`config.mk`:
```
export PLATFORM = sky130hd
export DESIGN_NAME = hazard_stall_ctrl
export DESIGN_NICKNAME = d
export VERILOG_FILES = /design/src/rtl/hazard_stall_ctrl.sv
export SDC_FILE = /design/constraint.sdc
export NUM_CORES = 1
export LEC_CHECK = 0
export ABC_AREA = 1
export CORE_ASPECT_RATIO = 0.7
export CORE_MARGIN = 2
export CORE_UTILIZATION = 45
export CTS_CLUSTER_SIZE = 8
export DETAILED_ROUTE_END_ITERATION = 7
export GPL_ROUTABILITY_DRIVEN = 1
export PLACE_DENSITY = 0.91
export SLEW_MARGIN = 20
export SYNTH_ARGS = -nofsm -noshare
export SYNTH_HDL_FRONTEND = slang
export SYNTH_SLANG_ARGS = --single-unit
```
`constraint.sdc`:
```
create_clock -name clk -period 1.9 [get_ports clk]
set_input_delay 0.19 -clock clk [delete_from_list [all_inputs] [get_ports clk]]
set_output_delay 0.19 -clock clk [all_outputs]
set_load 0.02 [all_outputs]
```
`src/rtl/hazard_stall_ctrl.sv`:
```
// hazard_stall_ctrl: central hazard detection and stall/flush generation for
// the 5-stage WISC-S25 pipeline, plus arbitration of the single memory port
// between I-cache and D-cache fills.
// Optional build macro HAZARD_STATS_EN adds three 32-bit event counters.
//
// state  | meaning
// -------+------------------------------------------------------
// IDLE   | memory port free; misses are arbitrated here (D first)
// I_FILL | memory port owned by the I-cache fill
// D_FILL | memory port owned by the D-cache fill
module hazard_stall_ctrl #(
  parameter int FILL_TIMEOUT = 64
) (
  input  logic       clk,
  input  logic       rst_n,
  input  logic [3:0] ID_SrcReg1,
  input  logic [3:0] ID_SrcReg2,
  input  logic       ID_uses_rs1,
  input  logic       ID_uses_rs2,
  input  logic       ID_is_store,
  input  logic       ID_is_B,
  input  logic       ID_is_BR,
  input  logic       branch_taken,
  input  logic       ID_EX_MemRead,
  input  logic       ID_EX_RegWrite,
  input  logic [3:0] ID_EX_reg_rd,
  input  logic       ID_EX_sets_flags,
  input  logic       EX_MEM_MemRead,
  input  logic [3:0] EX_MEM_reg_rd,
  input  logic       icache_miss,
  input  logic       dcache_miss,
  input  logic       mem_fill_done,
  output logic       PC_stall,
  output logic       IF_ID_stall,
  output logic       IF_flush,
  output logic       ID_EX_flush,
  output logic       EX_MEM_stall,
  output logic       MEM_WB_flush,
  output logic       ifill_grant,
  output logic       dfill_grant,
  output logic       fill_timeout
`ifdef HAZARD_STATS_EN
  ,
  output logic [31:0] stat_data_stalls,
  output logic [31:0] stat_flushes,
  output logic [31:0] stat_fill_cycles
`endif
);

  localparam int CW = $clog2(FILL_TIMEOUT + 1);
  localparam logic [CW-1:0] CNT_MAX  = CW'(FILL_TIMEOUT);
  localparam logic [CW-1:0] CNT_LAST = CW'(FILL_TIMEOUT - 1);

  typedef enum logic [1:0] {
    IDLE   = 2'd0,
    I_FILL = 2'd1,
    D_FILL = 2'd2
  } state_t;

  state_t          state, state_nxt;
  logic [CW-1:0]   fill_cnt;
  logic            timeout_q;

  logic load_use, flag_haz, br_haz, data_stall;
  logic freeze, ifetch_wait, branch_flush;
  logic in_fill;

  // Hazard detection; a register-0 destination never creates a dependency.
  always_comb begin
    load_use = ID_EX_MemRead & ID_EX_RegWrite & (ID_EX_reg_rd != 4'd0) &
               ((ID_uses_rs1 & (ID_SrcReg1 == ID_EX_reg_rd)) |
                (ID_uses_rs2 & (ID_SrcReg2 == ID_EX_reg_rd) & ~ID_is_store));
    flag_haz = ID_is_B & ID_EX_sets_flags;
    br_haz   = ID_is_BR & (ID_SrcReg1 != 4'd0) &
               ((ID_EX_RegWrite & (ID_EX_reg_rd == ID_SrcReg1)) |
                (EX_MEM_MemRead & (EX_MEM_reg_rd == ID_SrcReg1)));
    data_stall = load_use | flag_haz | br_haz;
  end

  // Fill arbiter state register.
  always_ff @(posedge clk or negedge rst_n) begin
    if (!rst_n) state <= IDLE;
    else        state <= state_nxt;
  end

  // Next-state arbitration and all pipeline control outputs.
  always_comb begin
    state_nxt    = state;
    freeze       = 1'b0;
    ifetch_wait  = 1'b0;
    branch_flush = 1'b0;
    in_fill      = 1'b0;
    PC_stall     = 1'b0;
    IF_ID_stall  = 1'b0;
    IF_flush     = 1'b0;
    ID_EX_flush  = 1'b0;
    EX_MEM_stall = 1'b0;
    MEM_WB_flush = 1'b0;
    ifill_grant  = 1'b0;
    dfill_grant  = 1'b0;
    fill_timeout = 1'b0;

    case (state)
      IDLE: begin
        if (dcache_miss)      state_nxt = D_FILL;
        else if (icache_miss) state_nxt = I_FILL;
      end
      I_FILL, D_FILL: begin
        if (mem_fill_done) state_nxt = IDLE;
      end
      default: state_nxt = IDLE;
    endcase

    in_fill      = (state == I_FILL) | (state == D_FILL);
    freeze       = dcache_miss | (state == D_FILL);
    ifetch_wait  = (icache_miss | (state == I_FILL)) & ~freeze;
    branch_flush = branch_taken & ~data_stall & ~freeze & ~ifetch_wait;

    // Outputs are held low for as long as reset is asserted.
    if (rst_n) begin
      PC_stall     = data_stall | freeze | ifetch_wait;
      IF_ID_stall  = data_stall | freeze;
      // A stalled IF/ID must keep its instruction, so stall beats the NOP.
      IF_flush     = branch_flush | (ifetch_wait & ~data_stall);
      ID_EX_flush  = data_stall & ~freeze;
      EX_MEM_stall = freeze;
      MEM_WB_flush = freeze;
      ifill_grant  = (state == I_FILL);
      dfill_grant  = (state == D_FILL);
      fill_timeout = timeout_q;
    end
  end

  // Saturating fill-duration counter and sticky timeout flag.
  always_ff @(posedge clk or negedge rst_n) begin
    if (!rst_n) begin
      fill_cnt  <= '0;
      timeout_q <= 1'b0;
    end else if (!in_fill) begin
      fill_cnt <= '0;
    end else if (fill_cnt != CNT_MAX) begin
      fill_cnt <= fill_cnt + 1'b1;
      if (fill_cnt == CNT_LAST) timeout_q <= 1'b1;
    end
  end

`ifdef HAZARD_STATS_EN
  // Free-running event counters; they wrap naturally at 2^32.
  always_ff @(posedge clk or negedge rst_n) begin
    if (!rst_n) begin
      stat_data_stalls <= '0;
      stat_flushes     <= '0;
      stat_fill_cycles <= '0;
    end else begin
      if (data_stall & ~freeze) stat_data_stalls <= stat_data_stalls + 32'd1;
      if (branch_flush)         stat_flushes     <= stat_flushes + 32'd1;
      if (in_fill)              stat_fill_cycles <= stat_fill_cycles + 32'd1;
    end
  end
`endif

endmodule

```
# Word level (Yosys, flattened, before mapping)

Cells that the tools add are included.

Logic and storage cells: 66
Output and inout port bits: 9
Register bits after elaboration: 10

Muxes and demuxes: 14
Reduce and logical (&&, ||, !) cells: 6
Equality and inequality tests: 11
Add/subtract/negate cells: 1
Bitwise gates (word level): 31

Operator list:

| kind                                                 | count |
|---|---|
| AND 1 bit                                            | 17 |
| equality test 4 bit                                  | 4 |
| two-way mux 7 bit                                    | 2 |
| OR 1 bit                                             | 10 |
| two-way mux 1 bit                                    | 8 |
| nonzero test 4 bit                                   | 2 |
| adder 7 x 1 -> 7 bit (second input constant)         | 1 |
| equality test 7 x 6 -> 1 bit (second input constant) | 1 |
| != test 7 bit (second input constant)                | 1 |
| two-way mux 2 bit                                    | 3 |
| inverter 1 bit                                       | 4 |
| one-hot mux 2 bit (2 select lines)                   | 1 |
| != test 3 bit (second input constant)                | 1 |
| AND reduction 3 bit                                  | 1 |
| equality test 2 x 1 -> 1 bit (second input constant) | 1 |
| equality test 2 bit (second input constant)          | 1 |
| zero test 2 bit                                      | 1 |
| != test 2 x 1 -> 1 bit (second input constant)       | 1 |
| != test 2 bit (second input constant)                | 1 |
| AND reduction 2 bit                                  | 1 |
| OR reduction 2 bit                                   | 1 |

# Depth between registers and ports, before layout

Gate-level depths: netlist of the first run.

Depth after elaboration: 13
Gate-level depth with buffers: 10
Mapped depth without buffers: 10

# Worst setup path after synthesis of the first run

No wires, ideal clock.

Path type: reg-to-output
Start: register state[0]
End: output PC_stall
Path buffers: 0
Arrival time: 1.290 ns
Cell stages (with the launch flop): 7
Required time: 1.710 ns
Path slack: 0.420 ns
Path through: dfrtp_1 > inv_1 > ha_1 > nor2_1 > nor2_1 > inv_1 > nand3_2

Longest elaborated chain between the ends: 6
Elaborated cells between the ends (all ways): 9
Those cells by class: eq/ne: 2; mux: 1; bitwise: 6

Ends and longest elaborated chain:

| element                | RTL line | RTL |
|---|---|---|
| start, declared        | 60       | `state_t state, state_nxt;` |
| start signal, assigned | 83       | `else state <= state_nxt;` |
| equality test 2 bit    | 115      | `freeze = dcache_miss \| (state == D_FILL);` |
| OR 1 bit               | 115      |  |
| inverter 1 bit         | 116      | `ifetch_wait = (icache_miss \| (state == I_FILL)) & ~freeze;` |
| AND 1 bit              | 116      |  |
| OR 1 bit *             | 121      | `PC_stall = data_stall \| freeze \| ifetch_wait;` |
| two-way mux 1 bit *    | 120      | `if (rst_n) begin` |
| end, declared          | 33       | `output logic PC_stall,` |

Every way passes the cells marked *; elsewhere a longest branch is shown, timed or not.

# Worst setup path in the final report of the first run

Start: input ID_EX_reg_rd[2]
End: output IF_ID_stall

Longest elaborated chain between the ends: 9
Elaborated cells between the ends (all ways): 17
Those cells by class: eq/ne: 3; mux: 1; bitwise: 12; reduce/logical: 1

Ends and longest elaborated chain:

| element                 | RTL line | RTL |
|---|---|---|
| start, declared         | 26       | `input logic [3:0] ID_EX_reg_rd,` |
| equality test 4 bit     | 72       | `(ID_uses_rs2 & (ID_SrcReg2 == ID_EX_reg_rd) & ~ID_is_store));` |
| AND 1 bit (2 in series) | 72       |  |
| OR 1 bit                | 71       | `((ID_uses_rs1 & (ID_SrcReg1 == ID_EX_reg_rd)) \|` |
| AND 1 bit               | 70       | `load_use = ID_EX_MemRead & ID_EX_RegWrite & (ID_EX_reg_rd != 4'd0) &` |
| OR 1 bit                | 77       | `data_stall = load_use \| flag_haz \| br_haz;` |
| OR 1 bit *              | 77       |  |
| OR 1 bit *              | 122      | `IF_ID_stall = data_stall \| freeze;` |
| two-way mux 1 bit *     | 120      |  |
| end, declared           | 34       | `output logic IF_ID_stall,` |

Marks and branches as above.

==> results.yml, run 1 <==
clock_network:
  post-cts-setup-buffers: 0
  cts.sink_count: 10
  clk_pin_slew_ps: 70
  htree_levels: 1
  cts-buffers-inserted: 3
  cts_hold_buf: 0
  clock_latency_ps: 270
  cts_tree: "done"
  cts-root-buf: "clkbuf_4"
  cts_buffer_depth: 2
floorplanning:
  die_area_um2: 2400
  core_area_um2: 1890
  die_x_um: 57.7
  die_y_um: 41.6
  std_cell_rows: 13
  io_pins: 40
  initial_core_util_pct: 48.2
routing:
  wl_um: 2400
  drt.antenna.violating_nets: 0
  drt_iter0_markers: 43
  dr.pass1.iters: 4
  drc: 0
  vias: 1086
  route.detailed.wl_per_inst_um: 10.7
  vias_per_cell: 4.87
timing:
  worst-slew-pin-transition_ps: 225
  setup_viol: 0
  post-route-min-period_ps: 1800
  setup_slack_ps: 97.2
  slew_violations: 0
  finalCritPeriodShare_pct: 94.9
  grt_setup_unrepaired: "false"
  fmax_mhz: 555
  max_slew_margin_pct: 85.0
  fin_worst_skew_ps: 4.64
  hold_viol: 0
power:
  seqPwrFrac_pct: 28.7
  p_sw_share_pct: 39.9
  powerDensity_nw_per_um2: 709
  p_sw_uw: 403
  total_leakage_power_nw: 0.830
  p_comb_share_pct: 52.6
  pwr-share-clk_pct: 18.8
  vdd.ir_drop.worst_mv: 0.531
  p_int_uw: 606
min_path:
  worstHoldPathType: "input port to async pin"
synthesis:
  synth_nets: 186
  synth_cell_types: 21
  synth_area_per_cell_um2: 6.06
  synth_cells: 150
  synth_area_um2: 910
  netlist_top_cells_area: "dfrtp_1, nand2_1, inv_1"
  synth_warnings: 0
  seq_area_frac_synth_pct: 27.5
  yosys.area.top_type_share_pct: 27.5
  yosysTopAreaCell: "dfrtp_1"
  ys_ff_latch: 10
global_route:
  grt_first_pass_wirelength_um: 4150
  antenna_found_initial: 0
  track_usage_pct: 21.8
  grt_pass1_vias: 1053
  overflow: 0
  grt_max_degree: 16
critical_path:
  arrival_ps: 1610
  cp-start-kind: "input port"
  worstSetupEndpointType: "output port"
  cp_max_fo: 3
  worstSetupPathType: "input port to output port"
  worst_ep_required_time_ps: 1710
finish:
  layout-drive-gt1-share_pct: 15.4
  regArea_um2: 250
  fin_util_pct: 75.4
  finalNonFillerCells: 223
  nets: 238
  antenna_cells: 0
  multi_input_area_um2: 543
  final_area_um2: 1420
  area_growth_pct: 56.4
  fillers: 136
place:
  place_area_um2: 1390
  dp_slack_ps: -393
  place_congestion: 0.889
  hpwlAfterDp_um: 2030
  dp_cells: 219
  io_buffer_count: 39
status:
  status: "finished, final reports clean"
job:
  drv_cap: 0
-- synthesized netlist by cell type (all sizes together) --
cell type and number:
nand2 47, inv 31, nor2 24, nand3 12
dfrtp 10, o21ai 8, ha 5, a21oi 2
nor3 2, o31ai 2, xnor2 2, a31oi 1
buf 1, nand4 1, o21a 1, xor2 1
-- final timing paths --
path                                             from                       to  slack, ps  depth (start not counted)
max in group asynchronous                       rst_n  fill_cnt[0]$_DFFE_PN0P_       1470                          2
worst min-delay path                            rst_n     state[1]$_DFFE_PN0P_        260                          2
worst min register to register  timeout_q$_DFFE_PN0P_    timeout_q$_DFFE_PN0P_        470                          2
min in group clk                timeout_q$_DFFE_PN0P_    timeout_q$_DFFE_PN0P_        470                          2
worst max-delay path                  ID_EX_reg_rd[2]              IF_ID_stall        100                         12
worst max register to register   state[0]$_DFFE_PN0P_     state[0]$_DFFE_PN0P_        380                          8
-- kinds of logic after synthesis --
logic type	Yosys count	synth area share (%)
buf+inv	32	13.6
fa+ha+maj	5	6.88
simple gates	86	40.4
flops	10	27.5
xor+xnor	3	2.89
compound gates	14	8.67
-- critical path, cell delays in order --
cell             delay [ps]
clkdlybuf4s50_1         510
inv_1                    90
nand2_1                  60
nand2_1                  60
nor2_2                  120
nand3_1                  80
nand2_1                  70
nand2_1                  60
nand3_2                  80
nand2_2                  70
nand2_2                  50
buf_2                   150
-- timing repair --
item	4_1_cts	5_1_grt
endpoints found under the hold margin	0	0
endpoints found under the setup margin	6	6
pin swaps	0	1
resized for setup	18	10
-- metal layers --
layer	global-route usage (%)	vias to the layer above	part of all wire, %
met2	41.8	36	50
met4	4.65	0	1.0
met3	4.67	5	6.7
met1	24.5	484	43
met5	0	-	0
li1	-	561	-
-- flip-flops by register name (all words and copies together), names as in the netlist --
register,flops
fill_cnt,7
state,2
timeout_q,1
-- cell type report --
class	instances	area share (%)
multi-input cells	108	38.2
repair buffers	48	31.6
flip-flops and latches	10	17.6
inverters	31	8.18
clock buffers	4	2.55
well taps	22	1.93
-- cells in the final DEF (no fill, tap or decap), types with 3 or more instances in the layout --
| cell type | Yosys | layout |
|---|---|---|
| nor2_1 | 22 | 21 |
| inv_1 | 28 | 26 |
| clkdlybuf4s50_1 | 0 | 27 |
| dfrtp_1 | 10 | 10 |
| nand3_1 | 9 | 9 |
| ha_1 | 5 | 5 |
| o21ai_0 | 7 | 7 |
| nand2_1 | 45 | 45 |
| clkbuf_4 | 0 | 3 |
| buf_4 | 1 | 10 |
| inv_2 | 3 | 5 |
| nand3_2 | 3 | 3 |
| dlygate4sd2_1 | 0 | 3 |
| dlymetal6s2s_1 | 0 | 5 |
| nor2_2 | 2 | 3 |
-- power groups by stage --
stage | registers, mW | clock network (mW) | logic, mW
3_5_place_dp | 0.291 | 0 | 0.544
6_report | 0.289 | 0.189 | 0.530
3_3_place_gp | 0.290 | 0 | 0.521
2_1_floorplan | 0.286 | 0 | 0.310
5_1_grt | 0.294 | 0.213 | 0.591
4_1_cts | 0.288 | 0.196 | 0.533
-- through the flow --
step / TNS, ps / hold slack, ps / total power, mW
floorplan: 0 / -106 / 0.596
global placement: -1150 / 452 / 0.811
detailed placement: -1430 / 455 / 0.835
CTS: 0 / 260 / 1.02
global route: 0 / 263 / 1.10
finish: 0 / 257 / 1.01
(Power assumes the default switching activity.)
==> run 2: changes to the inputs <==
--- a/constraint.sdc
+++ b/constraint.sdc
@@ -3,2 +3,2 @@
 set_output_delay 0.19 -clock clk [all_outputs]
-set_load 0.02 [all_outputs]
+set_load 0.01 [all_outputs]
==> run 2 against run 1 <==
Critical path depth unchanged. Register-to-register slack about the same. Maximum frequency shrank 1.3%. Largest power group unchanged. Count of clock-buffer cells in the layout down 1. Clock skew barely moved. Setup slack got worse by 24 ps. Largest cell class unchanged. Highest routed layer unchanged.
==> results.yml, run 2 (synthesis gave the netlist of run 1 again) <==
status:
  status: "finished, final reports clean"
finish:
  nets: 234
  top_register: "fill_cnt"
  reg_top3: "fill_cnt (7), state (2), timeout_q (1)"
  final_common_cell: "nand2_1"
  area_growth_pct: 55.0
  antenna_cells: 0
  final_cell_mix: "nand2_1, inv_1, clkdlybuf4s50_1"
  largest_reg_flops: 7
  finalNonFillerCells: 218
  layout-drive-gt1-share_pct: 12.8
timing:
  worst-slew-pin-transition_ps: 208
  whs_ps: 273
  post-route-min-period_ps: 1830
  finalCritPeriodShare_pct: 96.2
  grt_setup_unrepaired: "false"
  setup_viol: 0
  fmax_mhz: 547
  max_slew_margin_pct: 86.0
  hold_viol: 0
  fin_worst_skew_ps: 5.03
  slew_violations: 0
  finalSetupTns_ps: 0
  setup_slack_ps: 73.0
floorplanning:
  initial_core_util_pct: 48.2
  core_area_um2: 1890
  io_pins: 40
  std_cell_rows: 13
  die_x_um: 57.7
  die_y_um: 41.6
  die_area_um2: 2400
clock_network:
  post-cts-setup-buffers: 0
  htree_levels: 1
  cts_buffer_depth: 2
  clk_pin_slew_ps: 60
  cts.sink_count: 10
  clock_latency_ps: 260
  cts-root-buf: "clkbuf_4"
  cts-buffers-inserted: 3
  cts_tree: "done"
critical_path:
  cp_max_fo: 4
  worst_ep_required_time_ps: 1710
  r2r-start: "state[0]$_DFFE_PN0P_"
  path_cells: "clkdlybuf4s50_1 -> inv_2 -> nand2_1 -> nand2_1 -> nor2_2 -> nand3_1 -> nand2_1 -> nand2_1 -> nand3_2 -> nand2_2 -> nand3_2 -> clkdlybuf4s15_2"
  arrival_ps: 1640
  crit_path_frequent_cell: "nand2_1"
  worstSetupPathType: "input port to output port"
  rr_worst_depth: 7
  cp_slowest_stage_delay_ps: 500
  worstSetupEndpointType: "output port"
  slowest_stage: "clkdlybuf4s50_1"
  cp-start-kind: "input port"
  reg2reg_slack_ps: 380
  r2r-end: "state[0]$_DFFE_PN0P_"
global_route:
  track_usage_pct: 23.1
  antenna_found_initial: 0
  overflow: 0
  grt_first_pass_wirelength_um: 4270
  grt_max_degree: 16
  grt_pass1_vias: 1032
place:
  place_congestion: 0.871
  dp_cells: 215
  dp_slack_ps: -312
  io_buffer_count: 39
  hpwlAfterDp_um: 1990
routing:
  route.detailed.wl_per_inst_um: 11.0
  wl_um: 2410
  dr.pass1.iters: 4
  drc: 0
  vias_per_cell: 4.79
  vias: 1045
  drt.antenna.violating_nets: 0
  drt_iter0_markers: 39
power:
  vdd.ir_drop.worst_mv: 0.523
  p_total_uw: 946
  powerDensity_nw_per_um2: 671
  total_leakage_power_nw: 0.791
min_path:
  worstHoldPathType: "input port to async pin"
job:
  drv_cap: 0
[run 2: worst max path at each step]
stage                               startpoint          end  slack (ps)  depth (start not counted)
after floorplan           state[0]$_DFFE_PN0P_     PC_stall         610                          6
after global placement           ID_SrcReg1[1]     PC_stall        -250                         12
after detailed placement       ID_EX_reg_rd[0]     PC_stall        -310                         12
after CTS                        ID_SrcReg1[0]  IF_ID_stall          10                         12
after global routing      state[0]$_DFFE_PN0P_  dfill_grant           5                          5
final                          ID_EX_reg_rd[3]     PC_stall          70                         12
[run 2: what timing repair did]
item / CTS / global route
hold buffers: 0 / 0
resized for setup: 12 / 12
setup endpoints to repair: 6 / 5
pin swaps: 1 / 1
[run 2: layer usage]
metal,global-route usage [%],vias up,share of wire [%]
met5,0,-,0
met4,10.7,0,1.7
met3,5.92,6,5.3
met2,38.4,27,49
met1,27.8,461,43
li1,-,551,-
[run 2: area by class of cell]
type                            instances  area (um2)
Tap cell                               22        27.5
Timing Repair Buffer                   44         435
Sequential cell                        10         250
Fill cell                             150         477
Multi-Input combinational cell        108         558
Inverter                               31         116
Clock buffer                            3        22.5
[run 2: metrics by stage]
step                      area (um2)  utilization, %
after floorplan                  910               -
after global placement          1360            71.9
after detailed placement        1360            71.9
after CTS                       1380            73.1
after global routing            1410            74.7
final                           1410            74.7
[run 2: where the power goes]
group	total (mW)	leakage, nW	internal [mW]	switching (mW)
Sequential	0.298	0.135	0.253	0.0455
Combinational	0.510	0.642	0.227	0.283
Clock	0.138	0.0138	0.0728	0.0649
Total	0.946	0.791	0.552	0.394
[run 2: worst max-delay path: cells and delay by family]
| kind | cells | cell delay, ps |
|---|---|---|
| AND/OR/NAND/NOR | 9 | 660 |
| buffers and inverters | 3 | 790 |
==> run 3: changes to the inputs <==
--- a/config.mk
+++ b/config.mk
@@ -10,3 +10,3 @@
 export CORE_MARGIN = 2
-export CORE_UTILIZATION = 45
+export CORE_UTILIZATION = 41
 export CTS_CLUSTER_SIZE = 8
@@ -14,3 +14,3 @@
 export GPL_ROUTABILITY_DRIVEN = 1
-export PLACE_DENSITY = 0.91
+export PLACE_DENSITY = 0.79
 export SLEW_MARGIN = 20
==> constraint.sdc (replaced) <==
create_clock -name clk -period 1.7 [get_ports clk]
set_input_delay 0.17 -clock clk [delete_from_list [all_inputs] [get_ports clk]]
set_output_delay 0.17 -clock clk [all_outputs]
set_load 0.02 [all_outputs]
==> run 3 against run 2 <==
Sequential share of layout area down 0.40 points. Design area is 2.3% higher. Sequential cell count is the same. Critical path type unchanged. Global-route usage shrank 2.7 points. Combinational power increased by 21%. Critical endpoint is now IF_ID_stall. Clock skew is 2.0 ps lower. Total power grew 15%.
==> results.yml, run 3 (synthesis gave the netlist of run 1 again) <==
clock_network:
  clk_pin_slew_ps: 60
  cts-root-buf: "clkbuf_4"
  clock_latency_ps: 260
  cts_buffer_depth: 2
  htree_levels: 1
  cts-buffers-inserted: 3
  cts.sink_count: 10
  cts_tree: "done"
  cts_hold_buf: 0
routing:
  vias: 1065
  drt_iter0_markers: 59
  drc: 0
  drt.antenna.violating_nets: 0
  dr.pass1.iters: 4
  vias_per_cell: 4.55
  route.detailed.wl_per_inst_um: 10.3
  wl_um: 2410
job:
  drv_cap: 0
finish:
  nets: 240
  top_register: "fill_cnt"
  final_area_um2: 1440
  fillers: 197
  reg_top3: "fill_cnt (7), state (2), timeout_q (1)"
  layout-drive-gt1-share_pct: 18.3
  antenna_cells: 0
  regArea_um2: 250
  largest_reg_flops: 7
  final_common_cell: "nand2_1"
  final_cell_mix: "nand2_1, inv_1, clkdlybuf4s50_1"
  fin_util_pct: 68.1
  area_growth_pct: 58.6
  multi_input_area_um2: 553
critical_path:
  worst_ep_required_time_ps: 1530
  crit_path_frequent_cell: "nand2_1"
  path_cells: "clkdlybuf4s50_1 -> inv_1 -> nand2_1 -> nand2_1 -> nor2_1 -> nand3_1 -> nand2_1 -> nand2_1 -> nand3_2 -> nand2_2 -> nand2_2 -> buf_4"
  r2r-start: "state[0]$_DFFE_PN0P_"
  cp_slowest_stage_delay_ps: 460
  cp-start-kind: "input port"
  slowest_stage: "clkdlybuf4s50_1"
  worstSetupStartpoint: "EX_MEM_reg_rd[1]"
  arrival_ps: 1450
  cp_num_buf_inv: 3
  worstSetupPathType: "input port to output port"
  cp_max_fo: 3
  worstSetupEndpointType: "output port"
  path_delay_family: "simple AND/OR/NAND/NOR gates"
timing:
  fin_worst_skew_ps: 3.01
  finalCritPeriodShare_pct: 95.3
  post-route-min-period_ps: 1620
  fmax_mhz: 617
  slew_violations: 0
  worst-slew-pin-transition_ps: 197
  setup_slack_ps: 80.0
  setup_viol: 0
  max_slew_margin_pct: 86.8
  finalSetupTns_ps: 0
  hold_viol: 0
power:
  vdd.ir_drop.worst_mv: 0.504
  powerDensity_nw_per_um2: 757
  total_leakage_power_nw: 0.820
floorplanning:
  die_y_um: 43.4
  die_x_um: 60.3
  io_pins: 40
  core_area_um2: 2120
  std_cell_rows: 14
  die_area_um2: 2620
  initial_core_util_pct: 42.9
place:
  place_area_um2: 1410
  place_congestion: 0.908
  dp_slack_ps: -488
  hpwlAfterDp_um: 2060
  io_buffer_count: 39
min_path:
  worstHoldPathType: "input port to async pin"
global_route:
  grt_first_pass_wirelength_um: 4060
  overflow: 0
  grt_pass1_vias: 1020
  grt_max_degree: 16
  antenna_found_initial: 0
  track_usage_pct: 20.4
status:
  status: "finished, final reports clean"
[run 3: cell count changes in the layout (fill, tap and decap cells not counted), sizes merged]
cell	delta
dlymetal6s2s	-2
buf	+10
clkdlybuf4s15	-3
clkdlybuf4s50	-5
clkbuf	+2
dlygate4sd2	+4
[run 3: what timing repair did]
action                     CTS  global route
gates resized for setup     31            19
setup endpoints to repair    9             6
cloned                       0             0
buffers inserted             0             1
pin swaps                    0             6
[run 3: area by class of cell]
type	count	share of cell area, %
clock buffer	3	1.56
tap	32	2.78
timing repair buffer	50	31.9
multi-input combinational	108	38.3
inverter	31	8.07
sequential	10	17.3
[run 3: routing by layer]
| metal | vias to the layer above | routed length (um) | track usage, % |
|---|---|---|---|
| met1 | 464 | 1060 | 25.5 |
| met2 | 33 | 1140 | 35.7 |
| met3 | 4 | 168 | 5.37 |
| met4 | 0 | 40 | 4.00 |
| li1 | 564 | - | - |
| met5 | - | 0 | 0 |
[run 3: report_power, final]
| group | switching, mW | internal (mW) |
|---|---|---|
| sequential | 0.0410 | 0.282 |
| combinational | 0.340 | 0.278 |
| clock | 0.0694 | 0.0811 |
| total | 0.451 | 0.642 |
[run 3: worst register-to-register path, cell delays in order (launching register included)]
cell and delay (ps):
dfrtp_1 340, inv_1 60, buf_4 120, ha_1 360, inv_1 120, nor2_1 140, nor2_1 80, o21ai_0 150
inv_1 60
[run 3: worst paths after layout]
kind | endpoint | slack (ps) | cells past startpoint
max reg2reg | state[0]$_DFFE_PN0P_ | 170 | 8
min | timeout_q$_DFFE_PN0P_ | 240 | 2
min in group clk | timeout_q$_DFFE_PN0P_ | 470 | 2
min reg2reg | timeout_q$_DFFE_PN0P_ | 470 | 2
max | IF_ID_stall | 80 | 12
max in group asynchronous | fill_cnt[5]$_DFFE_PN0P_ | 1310 | 2
[run 3: per-stage QoR]
step	power [mW]	hold slack [ps]	std cells
floorplan	0.666	-126	150
global placement	0.920	452	230
detailed placement	0.946	461	230
CTS	1.08	239	233
global route	1.20	247	234
finish	1.09	244	234
